--- config.mk ---
export PLATFORM = sky130hd
export DESIGN_NAME = digit_serial_range_adder
export DESIGN_NICKNAME = d
export VERILOG_FILES = /design/src/rtl/digit_serial_range_adder.sv
export SDC_FILE = /design/constraint.sdc
export NUM_CORES = 1
export LEC_CHECK = 0
export BUFFER_PORTS_ARGS = -buffer_cell sky130_fd_sc_hd__buf_2
export CORE_MARGIN = 2
export CORE_UTILIZATION = 50
export CTS_CLUSTER_SIZE = 20
export DETAILED_ROUTE_END_ITERATION = 16
export PLACE_DENSITY = 0.75
export SYNTH_ARGS = -nofsm -noshare
export SYNTH_HDL_FRONTEND = slang
export SYNTH_SLANG_ARGS = --single-unit
--- constraint.sdc ---
create_clock -name clk -period 3.1 [get_ports clk]
set_input_delay 0.31 -clock clk [delete_from_list [all_inputs] [get_ports clk]]
set_output_delay 0.31 -clock clk [all_outputs]
set_load 0.01 [all_outputs]
--- src/rtl/digit_serial_range_adder.sv ---
// rtl/digit_serial_range_adder.sv - digit-serial range-checked adder with valid/ready handshakes
// Optional build macro DIGIT_SERIAL_ADDER_SATURATE_EN: saturate result to all ones on final carry.
module digit_serial_range_adder #(
   parameter int          WIDTH    = 8,
   parameter int          DIGIT    = 2,
   parameter int unsigned OP_LIMIT = 15
) (
   input  logic             clk,
   input  logic             rst,
   input  logic             in_valid,
   output logic             in_ready,
   input  logic [WIDTH-1:0] op1,
   input  logic [WIDTH-1:0] op2,
   output logic             out_valid,
   input  logic             out_ready,
   output logic [WIDTH-1:0] result,
   output logic             carry_out,
   output logic             range_err
);

   localparam int N  = WIDTH / DIGIT;
   localparam int KW = (N > 1) ? $clog2(N) : 1;
   localparam logic [KW-1:0]    K_LAST = KW'(N - 1);
   localparam logic [WIDTH-1:0] LIMIT  = WIDTH'(OP_LIMIT);

   localparam logic [1:0] IDLE = 2'd0;
   localparam logic [1:0] RUN  = 2'd1;
   localparam logic [1:0] DONE = 2'd2;

   generate
      if (WIDTH < 2 || DIGIT < 1 || (WIDTH % DIGIT) != 0) begin : g_bad_params
         $error("digit_serial_range_adder: WIDTH must be >= 2 and a multiple of DIGIT");
      end
   endgenerate

   logic [1:0]       state;
   logic [KW-1:0]    k;
   logic             carry_q;
   logic [WIDTH-1:0] op1_q;
   logic [WIDTH-1:0] op2_q;
   logic [WIDTH-1:0] shadow;

   logic [DIGIT:0]   digit_sum;
   logic [WIDTH-1:0] shadow_next;
   logic [WIDTH-1:0] final_result;
   logic             out_of_range;

   assign in_ready     = (state == IDLE) && !rst;
   assign out_valid    = (state == DONE);
   assign out_of_range = (op1 > LIMIT) || (op2 > LIMIT);

   // Partial sums live only in shadow; result is written once, on entry to DONE.
   always_comb begin
      digit_sum   = {1'b0, op1_q[k*DIGIT +: DIGIT]} + {1'b0, op2_q[k*DIGIT +: DIGIT]}
                  + {{DIGIT{1'b0}}, carry_q};
      shadow_next = shadow;
      shadow_next[k*DIGIT +: DIGIT] = digit_sum[DIGIT-1:0];
`ifdef DIGIT_SERIAL_ADDER_SATURATE_EN
      final_result = digit_sum[DIGIT] ? {WIDTH{1'b1}} : shadow_next;
`else
      final_result = shadow_next;
`endif
   end

   always_ff @(posedge clk) begin
      if (rst) begin
         state     <= IDLE;
         k         <= '0;
         carry_q   <= 1'b0;
         op1_q     <= '0;
         op2_q     <= '0;
         shadow    <= '0;
         result    <= '0;
         carry_out <= 1'b0;
         range_err <= 1'b0;
      end else begin
         case (state)
            IDLE: begin
               if (in_valid) begin
                  op1_q   <= op1;
                  op2_q   <= op2;
                  k       <= '0;
                  carry_q <= 1'b0;
                  shadow  <= '0;
                  if (out_of_range) begin
                     state     <= DONE;
                     result    <= '0;
                     carry_out <= 1'b0;
                     range_err <= 1'b1;
                  end else begin
                     state <= RUN;
                  end
               end
            end
            RUN: begin
               shadow  <= shadow_next;
               carry_q <= digit_sum[DIGIT];
               k       <= k + 1'b1;
               if (k == K_LAST) begin
                  state     <= DONE;
                  result    <= final_result;
                  carry_out <= digit_sum[DIGIT];
                  range_err <= 1'b0;
               end
            end
            DONE: begin
               if (out_ready) begin
                  state <= IDLE;
               end
            end
            default: state <= IDLE;
         endcase
      end
   end

endmodule

; After elaboration in Yosys (flattened, before gate mapping)
; Index checks and enable logic that the tools add are counted.
[totals]
regBits = 39
input_bits = 20
output_inout_bits = 12
wordCells = 59
[op_classes]
addsub = 4
order_cmp = 2
n_eq_ne = 7
n_shift = 4
n_mux = 24
n_reduce_logical = 9
[ops]
columns = operator, count
row1 = 3-bit negator with 34-bit output, 1
row2 = "2-bit by 34-bit variable shift with 8-bit output, first input constant", 1
row3 = 2-bit by 34-bit variable part select with 8-bit output, 1
row4 = 8-bit two-way mux, 4
row5 = 8-bit case mux with 2 select lines, 2
row6 = "8-bit by 4-bit > comparator with 1-bit output, second input constant", 2
row7 = 8-bit by 4-bit variable part select with 2-bit output, 2
row8 = 2-bit two-way mux, 5
row9 = 8-bit bitwise mux, 1
row10 = 1-bit two-way mux, 7
row11 = "2-bit != test, second input constant", 3
row12 = 1-bit case mux with 2 select lines, 3
row13 = 2-bit case mux with 3 select lines, 1
row14 = "2-bit == test, second input constant", 2
row15 = 2-bit case mux with 2 select lines, 1
row16 = 2-bit AND reduction, 2
row17 = 4-bit AND reduction, 1
row18 = 2-bit by 2-bit adder with 3-bit output, 1
row19 = 3-bit by 1-bit adder with 3-bit output, 1
row20 = 3-bit AND reduction, 1
row21 = "2-bit by 1-bit adder with 2-bit output, second input constant", 1
row22 = "2-bit by 1-bit == test with 1-bit output, second input constant", 1
row23 = 2-bit zero test, 1
row24 = "2-bit by 1-bit != test with 1-bit output, second input constant", 1
row25 = 4 further kinds, 4

; Logic depth before layout (Yosys ltp)
[depth]
depth_word = 7
mapped_depth = 8

; Least setup slack after synthesis
; No wires, ideal clock.
[synth_path]
kind = register to register
startpoint = register k[0]
endpoint = register shadow[3]
t_arrival_ns = 2.415
t_required_ns = 3.030
setup_slack_ns = 0.615
path_stages_with_launch = 9
period_less_slack_ns = 2.485
cell_sequence = dfxtp_1 > buf_2 > mux4_2 > fa_1 > inv_1 > fa_1 > nor2b_1 > nand4_1 > a21oi_1
[synth_via]
elab_chain_len = 6
word_cells_on_any_way = 9
[synth_rtl]
columns = element, line
row1 = start: declaration, 37  ; logic [KW-1:0] k;
row2 = start signal: assignment, 98  ; k <= k + 1'b1;
row3 = 8-bit by 4-bit variable part select with 2-bit output, 54  ; digit_sum = {1'b0, op1_q[k*DIGIT +: DIGIT]} + {1'b0, op2_q[k*DIGIT +: DIGIT]}
row4 = 2-bit by 2-bit adder with 3-bit output, 54
row5 = 3-bit by 1-bit adder with 3-bit output, 55  ; + {{DIGIT{1'b0}}, carry_q};
row6 = 2-bit by 34-bit variable part select with 8-bit output, 57  ; shadow_next[k*DIGIT +: DIGIT] = digit_sum[DIGIT-1:0];
row7 = 8-bit bitwise mux *, 57
row8 = 8-bit case mux with 2 select lines *, 77  ; case (state)
row9 = end signal: assignment, 96  ; shadow <= shadow_next;
row10 = end: declaration, 41  ; logic [WIDTH-1:0] shadow;
; Every way passes the cells marked *; elsewhere a longest branch is shown, timed or not.
; A chain may end at the register's enable or synchronous reset.

; Final worst setup path
; Same ends and word-level chain as after synthesis.

==> metrics.yaml <==
relSlewSlack: 0.398
ys_ff_latch: 39
synth_top_family_by_area: "compound AO/OA/AOI/OAI gates"
synthMuxAreaShare: 0.0689
path_clk_slew_ps: 70
async_flop_share: 0
final_util: 0.594
rsz0062_at_grt: "false"
critPathLaunchType: "flop"
yosys.area_share.simple: 0.191
io_pins: 32
worst_clock_skew_ps: 5.87
synth_fa_ha_area_frac: 0.0610
yosysSeqAreaShare: 0.414
power.leakage_nw: 0.818
synth_area_um2: 1890
gp_congestion: 0.809
cts_inserted_buffers: 5
postCtsSetupRepairBufs: 0
final_cell_mix: "dfxtp_1, nand2_1, buf_2"
start_util: 0.520
fillCellCount: 362
nNetsFinal: 269
clockRootBuffer: "clkbuf_8"
yosysWarnings: 0
endpoint_kind: "flop"
vdd_drop_max_mv: 0.337
antenna_found_initial: 0
synth_flop_cell: "dfxtp_1"
yosysTopAreaCellShare: 0.414
critical_path_class: "reg -> reg"
synth_top_cell_by_area: "dfxtp_1"
ctsHtreeMaxLevel: 2
final_common_cell: "dfxtp_1"
synth_compound_area_frac: 0.199
synth_edf_count: 0
numPortBuffers: 31
hold_violations: 0
min_period_ps: 2590
core_um2: 3630
dr.pass1.iters: 4
synth_cell_type_count: 32
grtUsageTotal: 0.204
grt_pass1_wl_mm: 6.76
fin_crit_sh: 0.835
syn_avg_cell_area_um2: 8.86
cts_tree: "done"
finalMaxSlewViolations: 0
worst_pin_slew_ps: 899
via_count: 1567
yosys.area_share.xor_xnor: 0
hp-class: "in -> reg"
post_drt_via_cell_ratio: 5.40
required_ps: 3320
pre_cts_slack_ps: 533
ant_nets: 0
finalSetupViolCount: 0
cp_max_fo: 5
status: "completed"
fin_ws_ps: 511
grt_max_degree: 33
p_per_area_nw_per_um2: 458
ctsLongestPathBuffers: 2
drive_gt1_frac: 0.202
grt_pass1_vias: 1495
fmax_mhz: 386
cts_resized: 0
r2r_slack_ps: 510
clkSinkCount: 39
syn_nets: 241
cp.arrival_ps: 2810
insertion_delay_ps: 290
areaGrowthSynthToFinish_pct: 14.2
totalWireLength_mm: 3.94
drt_drc_violations_left: 0
cap_viol_max_count: 0
grt-ovfl-total: 0
dpl.hpwl_mm: 2.81
die_area_um2: 4280
n_antenna_cell: 0
syn_inst: 213
die_h_um: 65.5
die-width_um: 65.5
postCtsHoldBufs: 0
rows: 22
drt-initial-drc-count: 88
wire_per_inst_um: 13.6
synthTopCellsByArea: "dfxtp_1, a21oi_1, nand2_1"
timing.setup.tns_ps: 0
## power by group
| part | total [mW] | internal [mW] | leakage (nW) | switching (mW) |
|---|---|---|---|---|
| clock network | 0.372 | 0.203 | 0.0515 | 0.169 |
| registers | 0.528 | 0.516 | 0.317 | 0.0117 |
| logic | 0.0888 | 0.0354 | 0.450 | 0.0534 |
| total | 0.988 | 0.754 | 0.818 | 0.234 |
## flip-flops by register name, summed over array words and instances (netlist names)
register,cells
carry_q,1
op2_q,8
shadow,8
carry_out,1
state,2
k,2
result,8
range_err,1
op1_q,8
## layer usage
layer,track usage,share of wire
met5,0,0
met4,0.0651,0.014
met3,0.0514,0.039
met2,0.351,0.48
met1,0.249,0.46
## final timing paths
check,startpoint,end,cells past startpoint
worst max-delay path,k[0],shadow[3],7
worst min register to register,range_err,range_err,2
worst max register to register,k[0],shadow[3],7
worst min-delay path,op1[1],op1_q[1],3
## cells in the mapped netlist, types with 6 or more instances
library cell  count
a21oi_1          26
a31oi_1           8
clkbuf_1          6
dfxtp_1          39
ha_1              6
inv_1            17
nand2_1          34
nand4_1           8
nor2b_1          14
o21ai_0           8
o32ai_1           9
## logic make-up after synthesis
group,Yosys count
DFF,39
AOI/OAI and AO/OA,60
adders and majority gates,8
and+or+nand+nor,69
buffers and inverters,29
muxes,8
## cell type report
type / instances / area [um2] / area share
multi-input cells: 145 / 982 / 0.455
flip-flops and latches: 39 / 781 / 0.362
inverters: 17 / 63.8 / 0.0296
repair buffers: 33 / 170 / 0.0789
well taps: 48 / 60.1 / 0.0278
clock buffers: 8 / 100 / 0.0464
## critical path, cell delays in order (launching register included)
cell     delay (ps)
dfxtp_1         470
mux4_2          560
fa_1            410
inv_1            80
fa_1            420
nor2b_1         280
nand4_1         140
a21oi_1         160
## per-stage QoR
stage / instance area (um2) / instances / hold WS, ps / power, mW
2_1_floorplan: 1890 / 213 / 433 / 0.598
3_3_place_gp: 2060 / 282 / 441 / 0.626
3_5_place_dp: 2060 / 282 / 444 / 0.629
4_1_cts: 2160 / 290 / 250 / 0.991
5_1_grt: 2160 / 290 / 263 / 1.03
6_report: 2160 / 290 / 251 / 0.988
Note: power is estimated with default switching activity, not from simulation.
